**src/rtl/vga_timing_if.sv**
```systemverilog
// Configuration port of the VGA raster timing generator: one valid/ready offer carrying
// a complete horizontal/vertical timing set, plus a reject pulse back to the offerer.
interface vga_timing_if #(
    parameter int unsigned CW = 12
);
    logic          cfg_valid;
    logic          cfg_ready;
    logic          cfg_err;
    logic [CW-1:0] cfg_hact;
    logic [CW-1:0] cfg_hfp;
    logic [CW-1:0] cfg_hsyn;
    logic [CW-1:0] cfg_hbp;
    logic [CW-1:0] cfg_vact;
    logic [CW-1:0] cfg_vfp;
    logic [CW-1:0] cfg_vsyn;
    logic [CW-1:0] cfg_vbp;
    logic          cfg_hpol;
    logic          cfg_vpol;

    modport master (
        output cfg_valid, cfg_hact, cfg_hfp, cfg_hsyn, cfg_hbp,
               cfg_vact, cfg_vfp, cfg_vsyn, cfg_vbp, cfg_hpol, cfg_vpol,
        input  cfg_ready, cfg_err
    );

    modport slave (
        input  cfg_valid, cfg_hact, cfg_hfp, cfg_hsyn, cfg_hbp,
               cfg_vact, cfg_vfp, cfg_vsyn, cfg_vbp, cfg_hpol, cfg_vpol,
        output cfg_ready, cfg_err
    );
endinterface

```
**src/rtl/vga_timing_gen.sv**
```systemverilog
// Runtime-reconfigurable raster timing generator: pixel coordinates, line/frame strobes and
// LAT-delayed sync/blank outputs. New timing is staged in a pending slot and applied at frame end.
module vga_timing_gen #(
    parameter int unsigned CW     = 12,
    parameter int unsigned LAT    = 2,
    parameter int unsigned D_HACT = 640,
    parameter int unsigned D_HFP  = 16,
    parameter int unsigned D_HSYN = 96,
    parameter int unsigned D_HBP  = 48,
    parameter int unsigned D_VACT = 480,
    parameter int unsigned D_VFP  = 11,
    parameter int unsigned D_VSYN = 2,
    parameter int unsigned D_VBP  = 32,
    parameter int unsigned D_HPOL = 0,
    parameter int unsigned D_VPOL = 0
) (
    input  logic          clk,
    input  logic          reset,
    input  logic          i_pix_en,
    vga_timing_if.slave   cfg,
    output logic [CW-1:0] o_x,
    output logic [CW-1:0] o_y,
    output logic          o_line_start,
    output logic          o_frame_start,
    output logic          o_hsync,
    output logic          o_vsync,
    output logic          o_blank_b
);
    localparam int unsigned TW       = CW + 2;
    localparam logic        DEF_HPOL = D_HPOL[0];
    localparam logic        DEF_VPOL = D_VPOL[0];

    logic [CW-1:0] r_x, r_y;
    logic [CW-1:0] r_hact, r_hfp, r_hsyn, r_hbp, r_vact, r_vfp, r_vsyn, r_vbp;
    logic          r_hpol, r_vpol;
    logic [CW-1:0] r_p_hact, r_p_hfp, r_p_hsyn, r_p_hbp, r_p_vact, r_p_vfp, r_p_vsyn, r_p_vbp;
    logic          r_p_hpol, r_p_vpol;
    logic          r_pend, r_err;

    logic [TW-1:0] w_cfg_htot, w_cfg_vtot;
    logic          w_cfg_nz, w_cfg_ok, w_acc;
    logic [CW-1:0] w_htot_m1, w_vtot_m1, w_hs_start, w_hs_end, w_vs_start, w_vs_end;
    logic          w_x_last, w_y_last, w_apply;
    logic          w_hs_act, w_vs_act, w_act, w_hsync, w_vsync;

    // Offer validation: totals widened so an oversized set cannot wrap into range
    assign w_cfg_htot = TW'(cfg.cfg_hact) + TW'(cfg.cfg_hfp) + TW'(cfg.cfg_hsyn) + TW'(cfg.cfg_hbp);
    assign w_cfg_vtot = TW'(cfg.cfg_vact) + TW'(cfg.cfg_vfp) + TW'(cfg.cfg_vsyn) + TW'(cfg.cfg_vbp);
    assign w_cfg_nz   = (|cfg.cfg_hact) & (|cfg.cfg_hfp) & (|cfg.cfg_hsyn) & (|cfg.cfg_hbp) &
                        (|cfg.cfg_vact) & (|cfg.cfg_vfp) & (|cfg.cfg_vsyn) & (|cfg.cfg_vbp);
    assign w_cfg_ok   = w_cfg_nz & (w_cfg_htot[TW-1:CW] == '0) & (w_cfg_vtot[TW-1:CW] == '0);
    assign w_acc      = cfg.cfg_valid & ~r_pend;

    assign cfg.cfg_ready = ~r_pend;
    assign cfg.cfg_err   = r_err;

    // Active timing was validated on entry, so CW-bit sums cannot overflow
    assign w_htot_m1  = r_hact + r_hfp + r_hsyn + r_hbp - CW'(1);
    assign w_vtot_m1  = r_vact + r_vfp + r_vsyn + r_vbp - CW'(1);
    assign w_hs_start = r_hact + r_hfp;
    assign w_hs_end   = w_hs_start + r_hsyn;
    assign w_vs_start = r_vact + r_vfp;
    assign w_vs_end   = w_vs_start + r_vsyn;
    assign w_x_last   = (r_x == w_htot_m1);
    assign w_y_last   = (r_y == w_vtot_m1);
    assign w_apply    = i_pix_en & w_x_last & w_y_last & r_pend;

    assign w_hs_act = (r_x >= w_hs_start) & (r_x < w_hs_end);
    assign w_vs_act = (r_y >= w_vs_start) & (r_y < w_vs_end);
    assign w_act    = (r_x < r_hact) & (r_y < r_vact);
    assign w_hsync  = r_hpol ? w_hs_act : ~w_hs_act;
    assign w_vsync  = r_vpol ? w_vs_act : ~w_vs_act;

    // Raster counters
    always_ff @(posedge clk or posedge reset) begin
        if (reset) begin
            r_x <= '0;
            r_y <= '0;
        end else if (i_pix_en) begin
            if (w_x_last) begin
                r_x <= '0;
                r_y <= w_y_last ? '0 : r_y + CW'(1);
            end else begin
                r_x <= r_x + CW'(1);
            end
        end
    end

    // Pending slot capture, reject pulse and frame-boundary apply
    always_ff @(posedge clk or posedge reset) begin
        if (reset) begin
            r_hact <= CW'(D_HACT); r_hfp <= CW'(D_HFP); r_hsyn <= CW'(D_HSYN); r_hbp <= CW'(D_HBP);
            r_vact <= CW'(D_VACT); r_vfp <= CW'(D_VFP); r_vsyn <= CW'(D_VSYN); r_vbp <= CW'(D_VBP);
            r_hpol <= DEF_HPOL;    r_vpol <= DEF_VPOL;
            r_p_hact <= '0; r_p_hfp <= '0; r_p_hsyn <= '0; r_p_hbp <= '0;
            r_p_vact <= '0; r_p_vfp <= '0; r_p_vsyn <= '0; r_p_vbp <= '0;
            r_p_hpol <= 1'b0; r_p_vpol <= 1'b0;
            r_pend <= 1'b0;
            r_err  <= 1'b0;
        end else begin
            r_err <= w_acc & ~w_cfg_ok;
            if (w_apply) begin
                r_hact <= r_p_hact; r_hfp <= r_p_hfp; r_hsyn <= r_p_hsyn; r_hbp <= r_p_hbp;
                r_vact <= r_p_vact; r_vfp <= r_p_vfp; r_vsyn <= r_p_vsyn; r_vbp <= r_p_vbp;
                r_hpol <= r_p_hpol; r_vpol <= r_p_vpol;
                r_pend <= 1'b0;
            end
            if (w_acc & w_cfg_ok) begin
                r_p_hact <= cfg.cfg_hact; r_p_hfp <= cfg.cfg_hfp;
                r_p_hsyn <= cfg.cfg_hsyn; r_p_hbp <= cfg.cfg_hbp;
                r_p_vact <= cfg.cfg_vact; r_p_vfp <= cfg.cfg_vfp;
                r_p_vsyn <= cfg.cfg_vsyn; r_p_vbp <= cfg.cfg_vbp;
                r_p_hpol <= cfg.cfg_hpol; r_p_vpol <= cfg.cfg_vpol;
                r_pend   <= 1'b1;
            end
        end
    end

    assign o_x           = r_x;
    assign o_y           = r_y;
    assign o_line_start  = i_pix_en & (r_x == '0);
    assign o_frame_start = o_line_start & (r_y == '0);

    generate
        if (LAT == 0) begin : g_nodly
            assign o_hsync   = w_hsync;
            assign o_vsync   = w_vsync;
            assign o_blank_b = w_act;
        end else begin : g_dly
            // Stages hold {hsync, vsync, act} triples, newest in the low bits
            logic [3*LAT-1:0] r_dly;
            logic [3*LAT+2:0] w_chain;
            assign w_chain = {r_dly, w_hsync, w_vsync, w_act};

            always_ff @(posedge clk or posedge reset) begin
                if (reset) begin
                    r_dly <= {LAT{~DEF_HPOL, ~DEF_VPOL, 1'b0}};
                end else if (i_pix_en) begin
                    r_dly <= w_chain[3*LAT-1:0];
                end
            end

            assign o_hsync   = r_dly[3*LAT-1];
            assign o_vsync   = r_dly[3*LAT-2];
            assign o_blank_b = r_dly[3*LAT-3];
        end
    endgenerate
endmodule

```
**src/flat_wrapper.sv**
```systemverilog
// flat-port wrapper written by rule: the top's interface ports become plain ports
module vga_timing_gen_flat 
#(
    parameter int unsigned CW     = 12,
    parameter int unsigned LAT    = 2,
    parameter int unsigned D_HACT = 640,
    parameter int unsigned D_HFP  = 16,
    parameter int unsigned D_HSYN = 96,
    parameter int unsigned D_HBP  = 48,
    parameter int unsigned D_VACT = 480,
    parameter int unsigned D_VFP  = 11,
    parameter int unsigned D_VSYN = 2,
    parameter int unsigned D_VBP  = 32,
    parameter int unsigned D_HPOL = 0,
    parameter int unsigned D_VPOL = 0
)
  (clk, reset, i_pix_en, o_x, o_y, o_line_start, o_frame_start, o_hsync, o_vsync, o_blank_b, cfg_cfg_valid, cfg_cfg_hact, cfg_cfg_hfp, cfg_cfg_hsyn, cfg_cfg_hbp, cfg_cfg_vact, cfg_cfg_vfp, cfg_cfg_vsyn, cfg_cfg_vbp, cfg_cfg_hpol, cfg_cfg_vpol, cfg_cfg_ready, cfg_cfg_err);
  vga_timing_if #(.CW(CW)) cfg_i ();
  input  logic clk;
  input  logic reset;
  input  logic i_pix_en;
  output logic [CW-1:0] o_x;
  output logic [CW-1:0] o_y;
  output logic o_line_start;
  output logic o_frame_start;
  output logic o_hsync;
  output logic o_vsync;
  output logic o_blank_b;
  input wire logic [$bits(cfg_i.cfg_valid)-1:0] cfg_cfg_valid;
  input wire logic [$bits(cfg_i.cfg_hact)-1:0] cfg_cfg_hact;
  input wire logic [$bits(cfg_i.cfg_hfp)-1:0] cfg_cfg_hfp;
  input wire logic [$bits(cfg_i.cfg_hsyn)-1:0] cfg_cfg_hsyn;
  input wire logic [$bits(cfg_i.cfg_hbp)-1:0] cfg_cfg_hbp;
  input wire logic [$bits(cfg_i.cfg_vact)-1:0] cfg_cfg_vact;
  input wire logic [$bits(cfg_i.cfg_vfp)-1:0] cfg_cfg_vfp;
  input wire logic [$bits(cfg_i.cfg_vsyn)-1:0] cfg_cfg_vsyn;
  input wire logic [$bits(cfg_i.cfg_vbp)-1:0] cfg_cfg_vbp;
  input wire logic [$bits(cfg_i.cfg_hpol)-1:0] cfg_cfg_hpol;
  input wire logic [$bits(cfg_i.cfg_vpol)-1:0] cfg_cfg_vpol;
  output wire logic [$bits(cfg_i.cfg_ready)-1:0] cfg_cfg_ready;
  output wire logic [$bits(cfg_i.cfg_err)-1:0] cfg_cfg_err;
  assign cfg_i.cfg_valid = cfg_cfg_valid;
  assign cfg_i.cfg_hact = cfg_cfg_hact;
  assign cfg_i.cfg_hfp = cfg_cfg_hfp;
  assign cfg_i.cfg_hsyn = cfg_cfg_hsyn;
  assign cfg_i.cfg_hbp = cfg_cfg_hbp;
  assign cfg_i.cfg_vact = cfg_cfg_vact;
  assign cfg_i.cfg_vfp = cfg_cfg_vfp;
  assign cfg_i.cfg_vsyn = cfg_cfg_vsyn;
  assign cfg_i.cfg_vbp = cfg_cfg_vbp;
  assign cfg_i.cfg_hpol = cfg_cfg_hpol;
  assign cfg_i.cfg_vpol = cfg_cfg_vpol;
  assign cfg_cfg_ready = cfg_i.cfg_ready;
  assign cfg_cfg_err = cfg_i.cfg_err;
  vga_timing_gen #(.CW(CW), .LAT(LAT), .D_HACT(D_HACT), .D_HFP(D_HFP), .D_HSYN(D_HSYN), .D_HBP(D_HBP), .D_VACT(D_VACT), .D_VFP(D_VFP), .D_VSYN(D_VSYN), .D_VBP(D_VBP), .D_HPOL(D_HPOL), .D_VPOL(D_VPOL)) u_core (.clk(clk), .reset(reset), .i_pix_en(i_pix_en), .cfg(cfg_i), .o_x(o_x), .o_y(o_y), .o_line_start(o_line_start), .o_frame_start(o_frame_start), .o_hsync(o_hsync), .o_vsync(o_vsync), .o_blank_b(o_blank_b));
endmodule
```
**config.mk**
```make
export PLATFORM = sky130hd
export DESIGN_NAME = vga_timing_gen_flat
export DESIGN_NICKNAME = d
export VERILOG_FILES = /design/src/rtl/vga_timing_if.sv /design/src/rtl/vga_timing_gen.sv /design/src/flat_wrapper.sv
export SDC_FILE = /design/constraint.sdc
export NUM_CORES = 1
export LEC_CHECK = 0
export ABC_CLOCK_PERIOD_IN_PS = 16400
export CAP_MARGIN = 20
export CORE_MARGIN = 2
export CORE_UTILIZATION = 38
export CTS_CLUSTER_DIAMETER = 40
export DETAILED_ROUTE_END_ITERATION = 8
export GPL_ROUTABILITY_DRIVEN = 1
export PLACE_DENSITY_LB_ADDON = 0.3
export SYNTH_ARGS = -nofsm -noshare
export SYNTH_HDL_FRONTEND = slang
export SYNTH_SLANG_ARGS = --single-unit
```
**constraint.sdc**
```tcl
create_clock -name clk -period 16.4 [get_ports clk]
set_input_delay 3.28 -clock clk [delete_from_list [all_inputs] [get_ports clk]]
set_output_delay 3.28 -clock clk [all_outputs]
set_load 0.005 [all_outputs]
```
======== After elaboration in Yosys (flattened, before gate mapping) ========
Index checks and enable logic that the tools add are counted.
W data, S select, Z words.
storage, ports and cells
  bits in registers ....................... 228
  bits in latches ......................... 0
  bits in writable memories ............... 0
  ROM bits ................................ 0
  input port bits ......................... 102
  output and inout bits ................... 31
  logic and storage cells ................. 93
  memories ................................ 0
operators by class
  add/sub/neg operators ................... 16
  multipliers ............................. 0
  divide/modulo/power cells ............... 0
  $lt $le $gt $ge ......................... 6
  equal/unequal tests ..................... 2
  shift operators ......................... 0
  multiplexer cells ....................... 6
  bitwise operators ....................... 24
  reductions and logical operators ........ 14
operators with widths
  operator                 count
  $reduce_or A12 Y1        8
  $add A12 B12 Y12         6
  $add A14 B12 Y14         4
  $lt A12 B12 Y1           4
  $add A12 B12 Y13         2
  $add A12 B1 Y12 const B  2
  $eq A12 B12 Y1           2
  $ge A12 B12 Y1           2
  $logic_not A12 Y1        2
  $mux W12                 2
  $sub A12 B1 Y12 const B  2
  $and A1 B1 Y1            20
  $logic_not A2 Y1         2
  $mux W1                  4
  $not A1 Y1               4
  $reduce_and A2 Y1        1
  $reduce_bool A2 Y1       1

======== Logic depth before layout (Yosys ltp) ========
Gate-level depths: netlist (run 1).
  depth in word-level cells ............... 12
  mapped depth ............................ 31
  depth with buffers taken out ............ 28

======== Least setup slack after synthesis (run 1) ========
Ideal clock, no wire load.
  path type ............................... input port to flip-flop
  from .................................... input cfg_cfg_hfp[1]
  to ...................................... register u_core.r_p_hact[0]
  library setup time ...................... 0.125 ns
  arrival ................................. 8.175 ns
  slack ................................... 8.100 ns
  cell stages on the path ................. 22
  cell sequence ........................... ha_1 -> a21o_1 -> a21oi_1 -> o21bai_1 -> a21oi_1 -> nor2b_1 -> o21a_1 -> o31a_1 -> o41ai_1 -> xor2_1 -> fa_1 -> inv_1 -> ha_1 -> or4_1 -> a2111oi_0 -> nand3_1 -> nor3_1 -> nor4b_1 -> clkbuf_1 -> buf_2 -> buf_2 -> mux2_2
between the ends
  longest elaborated chain between the ends .. 11
  elaborated cells between the ends (all ways) .. 15
  classes of those cells .................. add/sub: 3; bitwise: 10; reduce/logical: 2
RTL lines
  what                                                      RTL line               RTL
  from (decl)                                               flat_wrapper.sv:31     input wire logic [$bits(cfg_i.cfg_hfp)-1:0] cfg_cfg_hfp;
  branches (longest 8 deep; another with $add A14 B12 Y14)  -
  $and A1 B1 Y1 * (2 in series)                             vga_timing_gen.sv:51   assign w_cfg_ok = w_cfg_nz & (w_cfg_htot[TW-1:CW] == '0) & (w_cfg_vtot[TW-1:CW] == '0);
  $and A1 B1 Y1 *                                           vga_timing_gen.sv:108  if (w_acc & w_cfg_ok) begin
  to (signal assigned)                                      vga_timing_gen.sv:109  r_p_hact <= cfg.cfg_hact; r_p_hfp <= cfg.cfg_hfp;
  to (decl)                                                 vga_timing_gen.sv:36   logic [CW-1:0] r_p_hact, r_p_hfp, r_p_hsyn, r_p_hbp, r_p_vact, r_p_vfp, r_p_vsyn, r_p_vbp;
Every way passes the cells marked *.
A chain may end at the register's enable or synchronous reset.

======== Final worst setup path (run 1) ========
  from .................................... input i_pix_en
  to ...................................... output o_frame_start
between the ends
  longest elaborated chain between the ends .. 2
RTL lines
  what           RTL line               RTL
  from (decl)    flat_wrapper.sv:21     input logic i_pix_en;
  $and A1 B1 Y1  vga_timing_gen.sv:121  assign o_line_start = i_pix_en & (r_x == '0);
  $and A1 B1 Y1  vga_timing_gen.sv:122  assign o_frame_start = o_line_start & (r_y == '0);
  to (decl)      flat_wrapper.sv:25     output logic o_frame_start;
No other way between the ends.

==> impl_metrics.json, run 1 <==
{
  "place_area_um2": 18500,
  "synthDominantCellAreaShare": 0.315,
  "diodes": 0,
  "ir_worst_vdd_v": 0.0000624,
  "synth-seq-cells": 228,
  "synth_area_per_cell_um2": 10.4,
  "cts.reportedPaths.clkPinSlew_ns": 0.05,
  "clkPwrFrac": 0.377,
  "hold_class": "flip-flop to flip-flop",
  "place_congestion": 0.852,
  "synth_top_flop_cell": "dfrtp_1",
  "rrSetupSlack_ns": 9.04,
  "synthArstFlopShare": 1.00,
  "drc": 0,
  "setup_viol_count_final": 0,
  "yosys_warnings": 0,
  "io_buffers": 132,
  "rsz0062_at_grt": "no",
  "outcome": "complete, no violations",
  "min_path_cells": 2,
  "synth-edff-count": 0,
  "finalSetupTns_ns": 0,
  "cts_tree": "yes",
  "firstDrtPassIters": 5,
  "drive_above_1_share": 0.175,
  "clockRootBuffer": "clkbuf_16",
  "synth.most_common_cell": "inv_1",
  "p_switching_uw": 590,
  "skew_ns": 0.0255,
  "synth_fp_nets": 1929,
  "core_um2": 43000,
  "grt_use_total": 0.189,
  "intPower_uw": 1430,
  "slew_headroom": 0.373,
  "cp-start-kind": "input pin",
  "cp_max_fo": 16,
  "finalInstanceArea_um2": 19700,
  "drt_iter0_markers": 559,
  "via_per_inst": 5.15,
  "area_delta_synth_final_pct": 19.2,
  "timing.final.crit_period_ns": 9.10,
  "synth_top_area_cell": "dfrtp_1",
  "grt_pass1_wl_um": 66700,
  "p_comb_frac": 0.224,
  "ctsHoldBuffers": 0,
  "ioPinCount": 133,
  "hold_viol": 0,
  "detail-route-antenna-nets": 0,
  "avgRoutedWirePerCell_um": 17.8,
  "seq_area_frac_synth": 0.347,
  "p_leak_uw": 0.00923,
  "synth_commonest_cells": "249 x inv_1, 208 x dfrtp_1, 204 x ha_1",
  "max_freq_ghz": 0.110,
  "cts_max_path_buffers": 3,
  "holdPathEnd": "u_core.g_dly.r_dly[1]",
  "start_util": 0.384,
  "pwr_density_cell_nw_per_um2": 102,
  "cts_setup_buffers": 0,
  "cp.arrival_ns": 5.82,
  "synth_area_um2": 16500,
  "die_x_um": 212,
  "worstHoldStart": "u_core.g_dly.r_dly[1]",
  "power_frac_seq": 0.398,
  "syn_inst": 1593,
  "grt_pass1_vias": 12400,
  "maxSlewViolCount": 0,
  "overflow": 0,
  "final_nets": 2070,
  "cp-end-kind": "output port",
  "finalCritPeriodShare": 0.555,
  "antenna_found_initial": 0,
  "r2r_start": "u_core.r_vact[0]",
  "grt_max_degree": 93,
  "dp_hpwl_um": 33100,
  "critical_path_required_ns": 13.12,
  "clk_latency_ns": 0.52,
  "num_vias": 12100,
  "die_area_um2": 45100,
  "cts.sinks": 228,
  "r2r_cells": 29,
  "critical_path_class": "input pin to output port",
  "rr_endpoint": "u_core.r_hfp[10]",
  "fp-row-count": 76,
  "post_cts_resized": 0,
  "routed_wl_um": 41600,
  "htreeDepth": 2,
  "swShare": 0.293,
  "max_cap_violations": 0,
  "ys_types": 68,
  "critPathLaunch": "i_pix_en",
  "die_h_um": 212,
  "tightestPinTransition_ns": 0.933,
  "synth_area_leaders": "dfrtp_1 32%, ha_1 15%, mux2_2 12%, inv_1 5.7%, fa_1 3.6%",
  "cts_made_buffers": 34
}
[cells in the final DEF, fill, tap and decap left out, types with 17 or more instances in the layout]
cell type and n:
nand3_1 38, inv_1 248, mux2_4 21, a21oi_1 67, nor2_1 58, dfrtp_1 208, nor3_1 25, nand2b_1 18
fa_1 30, dfstp_2 20, o21ai_0 46, a21o_1 34, mux2_2 181, ha_1 204, o21bai_1 17, clkbuf_16 35
nand2_1 34, nor4_1 34, o21a_1 18, clkdlybuf4s50_1 132, xnor2_1 64, xor2_1 39
[routing by layer]
metal / global-route usage / vias to the layer above / part of all wire
met5: 0 / - / 0
met4: 0.0593 / 0 / 0.028
met3: 0.0250 / 72 / 0.036
met2: 0.295 / 213 / 0.44
met1: 0.271 / 5897 / 0.49
li1: - / 5881 / -
[power groups by stage]
stage          Combinational (µW)  Sequential (µW)  Clock (µW)
2_1_floorplan                 314              758           0
3_3_place_gp                  438              807           0
3_5_place_dp                  457              815           0
4_1_cts                       460              805         776
5_1_grt                       512              823         800
6_report                      453              803         761
[worst max path at each step]
| stage | end |
|---|---|
| floorplan | u_core.cfg.cfg_err |
| global placement | u_core.r_p_vbp[2] |
| detailed placement | u_core.r_p_vact[5] |
| CTS | o_frame_start |
| global route | o_frame_start |
| finish | o_frame_start |
[critical path: stages]
cell,delay [ns]
clkdlybuf4s50_1,0.81
inv_1,0.37
nor4b_1,0.39
and3_1,0.27
and4_1,0.20
clkdlybuf4s50_1,0.50
[cell families (layout without fill, tap and decap cells)]
group / count (synthesis) / count (layout) / share of synthesized area
buffers and inverters: 283 / 449 / 0.0664
AND/OR/NAND/NOR: 270 / 270 / 0.0865
AO/OA/AOI/OAI: 269 / 269 / 0.109
adder cells (fa/ha/maj): 234 / 234 / 0.191
flip-flops: 228 / 228 / 0.347
multiplexers: 205 / 205 / 0.144
XOR/XNOR: 104 / 104 / 0.0556
[layout make-up]
cell class / instances / area, µm²
Fill cell: 4098 / 23300
Multi-Input combinational cell: 1082 / 9700
Sequential cell: 228 / 5730
Timing Repair Buffer: 139 / 1390
Clock buffer: 44 / 970
Inverter: 249 / 942
Tap cell: 585 / 732
Clock inverter: 17 / 230
[through the flow]
| step | hold WS, ns | instances | utilization | worst slack (ns) | power (µW) |
|---|---|---|---|---|---|
| floorplan | 0.459 | 1593 | - | 6.91 | 1070 |
| global placement | 0.485 | 2282 | 0.430 | 7.20 | 1240 |
| CTS | 0.501 | 2343 | 0.458 | 7.29 | 2040 |
| global route | 0.504 | 2344 | 0.458 | 7.09 | 2130 |
| detailed placement | 0.492 | 2282 | 0.430 | 7.08 | 1270 |
| finish | 0.497 | 2344 | 0.458 | 7.30 | 2020 |
Power figures use the tool's default switching activity.
==> run 2, diff against run 1 <==
ABC_CLOCK_PERIOD_IN_PS = 8600   (was 16400)
clock period = 8.6 ns   (was 16.4 ns; I/O delays follow)
==> run 2 against run 1 <==
Net effect:
- non-clock buffer count is the same
- total power increased by 87%
- register-to-register slack got worse by 7.5 ns
- global-route usage rose by 0.070 points
- clock power increased by 83%
- sequential share of layout area barely moved
- design area about the same
- flip-flop and latch count did not move
- cell count about the same
- worst setup slack worse by 5.8 ns
==> impl_metrics.json, run 2 (synthesized netlist as in run 1, its figures left out) <==
{
  "outcome": "complete, no violations",
  "critical_path_required_ns": 9.00,
  "dp_hpwl_um": 32800,
  "die_area_um2": 45100,
  "critical_path_class": "input pin to flip-flop",
  "io_buffers": 132,
  "detail-route-antenna-nets": 0,
  "num_vias": 12100,
  "via_per_inst": 5.14,
  "die_x_um": 212,
  "fin_util": 0.458,
  "diodes": 0,
  "drc": 0,
  "endpoint": "u_core.r_p_vact[1]",
  "skew_ns": 0.0237,
  "mostFrequentLayoutCells": "248 x inv_1, 208 x dfrtp_1, 204 x ha_1",
  "cts.reportedPaths.clkPinSlew_ns": 0.05,
  "grt_use_total": 0.190,
  "p_leak_uw": 0.00921,
  "maxSlewViolCount": 0,
  "rr_endpoint": "u_core.r_vfp[6]",
  "timing.final.crit_period_ns": 7.08,
  "start_util": 0.384,
  "hold_class": "flip-flop to flip-flop",
  "drt_iter0_markers": 562,
  "avgRoutedWirePerCell_um": 17.6,
  "cp-end-kind": "flip-flop",
  "r2r_start": "u_core.r_vact[0]",
  "die_h_um": 212,
  "cts_setup_buffers": 0,
  "pwr_density_cell_nw_per_um2": 192,
  "ioPinCount": 133,
  "cp_max_fo": 51,
  "ctsHoldBuffers": 0,
  "rsz0062_at_grt": "no",
  "routed_wl_um": 41300,
  "cts_max_path_buffers": 3,
  "rrSetupSlack_ns": 1.56,
  "finalCritPeriodShare": 0.823,
  "critPathLaunch": "cfg_cfg_hfp[1]",
  "final_nets": 2070,
  "hold_viol": 0,
  "cp-start-kind": "input pin",
  "post_cts_resized": 0,
  "setup_viol_count_final": 0,
  "htreeDepth": 2,
  "grt_max_degree": 154,
  "overflow": 0,
  "clockRootBuffer": "clkbuf_16",
  "cts.sinks": 228,
  "firstDrtPassIters": 5,
  "antenna_found_initial": 0,
  "cp.arrival_ns": 7.48,
  "slew_headroom": 0.338,
  "r2r_cells": 28,
  "ir_worst_vdd_v": 0.000109,
  "place_congestion": 0.838,
  "max_cap_violations": 0,
  "grt_pass1_wl_um": 67400,
  "area_delta_synth_final_pct": 19.2,
  "total_power_uw": 3770,
  "finalSetupTns_ns": 0,
  "fp-row-count": 76,
  "final_common_cell": "inv_1",
  "grt_pass1_vias": 12400,
  "drive_above_1_share": 0.174,
  "clk_latency_ns": 0.54,
  "cts_made_buffers": 34,
  "core_um2": 43000,
  "max_freq_ghz": 0.141,
  "tightestPinTransition_ns": 0.986,
  "cts_tree": "yes"
}
==> run 2: changes by cell type in the layout (fill, tap and decap cells not counted), sizes merged <==
cell | before | now
clkinv | 4 | 6
bufinv | 4 | 2
clkinvlp | 2 | 3
==> run 2: cell type report <==
class	instances	area, µm²
well taps	585	732
multi-input cells	1082	9700
clock inverters	18	205
flip-flops and latches	228	5730
clock buffers	44	948
fillers	4073	23300
repair buffers	139	1430
inverters	249	942
==> run 2: worst min path at each step <==
stage,from,endpoint,slack [ns],cells after the start
after CTS,u_core.g_dly.r_dly[1],u_core.g_dly.r_dly[1],0.49,2
after floorplan,u_core.g_dly.r_dly[1],u_core.g_dly.r_dly[1],0.46,2
after global routing,u_core.g_dly.r_dly[1],u_core.g_dly.r_dly[1],0.51,2
final,u_core.g_dly.r_dly[1],u_core.g_dly.r_dly[1],0.49,2
after global placement,u_core.g_dly.r_dly[1],u_core.g_dly.r_dly[1],0.49,2
after detailed placement,u_core.g_dly.r_dly[1],u_core.g_dly.r_dly[1],0.48,2
==> run 2: per-layer routing <==
layer  routed length, µm  GRT usage  up-vias
li1                    -          -     5874
met1               20400      0.269     5927
met2               18800      0.305      199
met3                1330     0.0256       52
met4                 777     0.0485        0
met5                   0          0        -
==> run 2: per-stage QoR <==
stage | worst slack [ns] | instance area (µm²) | hold slack, ns | cells
floorplan | 0.665 | 16500 | 0.459 | 1593
global placement | 1.07 | 18500 | 0.485 | 2282
detailed placement | 0.984 | 18500 | 0.480 | 2282
CTS | 1.53 | 19700 | 0.490 | 2344
global route | 1.02 | 19700 | 0.513 | 2345
finish | 1.52 | 19700 | 0.489 | 2345
==> run 2: power breakdown <==
part | leakage (µW) | internal [µW] | switching (µW) | total [µW]
combinational | 0.00574 | 481 | 377 | 858
clock | 0.000558 | 855 | 530 | 1390
sequential | 0.00292 | 1320 | 211 | 1530
total | 0.00921 | 2650 | 1120 | 3770
==> run 2: critical path: stages <==
cell and delay [ns]:
clkdlybuf4s50_1 0.56, ha_1 0.26, a21o_1 0.18, a21oi_1 0.22, o21bai_1 0.09, a21oi_1 0.22
nor2b_1 0.07, o21a_1 0.18, o31a_1 0.26, o41ai_1 0.34, xor2_1 0.14, fa_1 0.49
inv_1 0.05, ha_1 0.18, or4_1 0.52, a2111oi_0 0.40, nand3_1 0.12, nor3_1 0.22
nor4b_2 0.49, buf_12 0.35, mux2_2 0.38
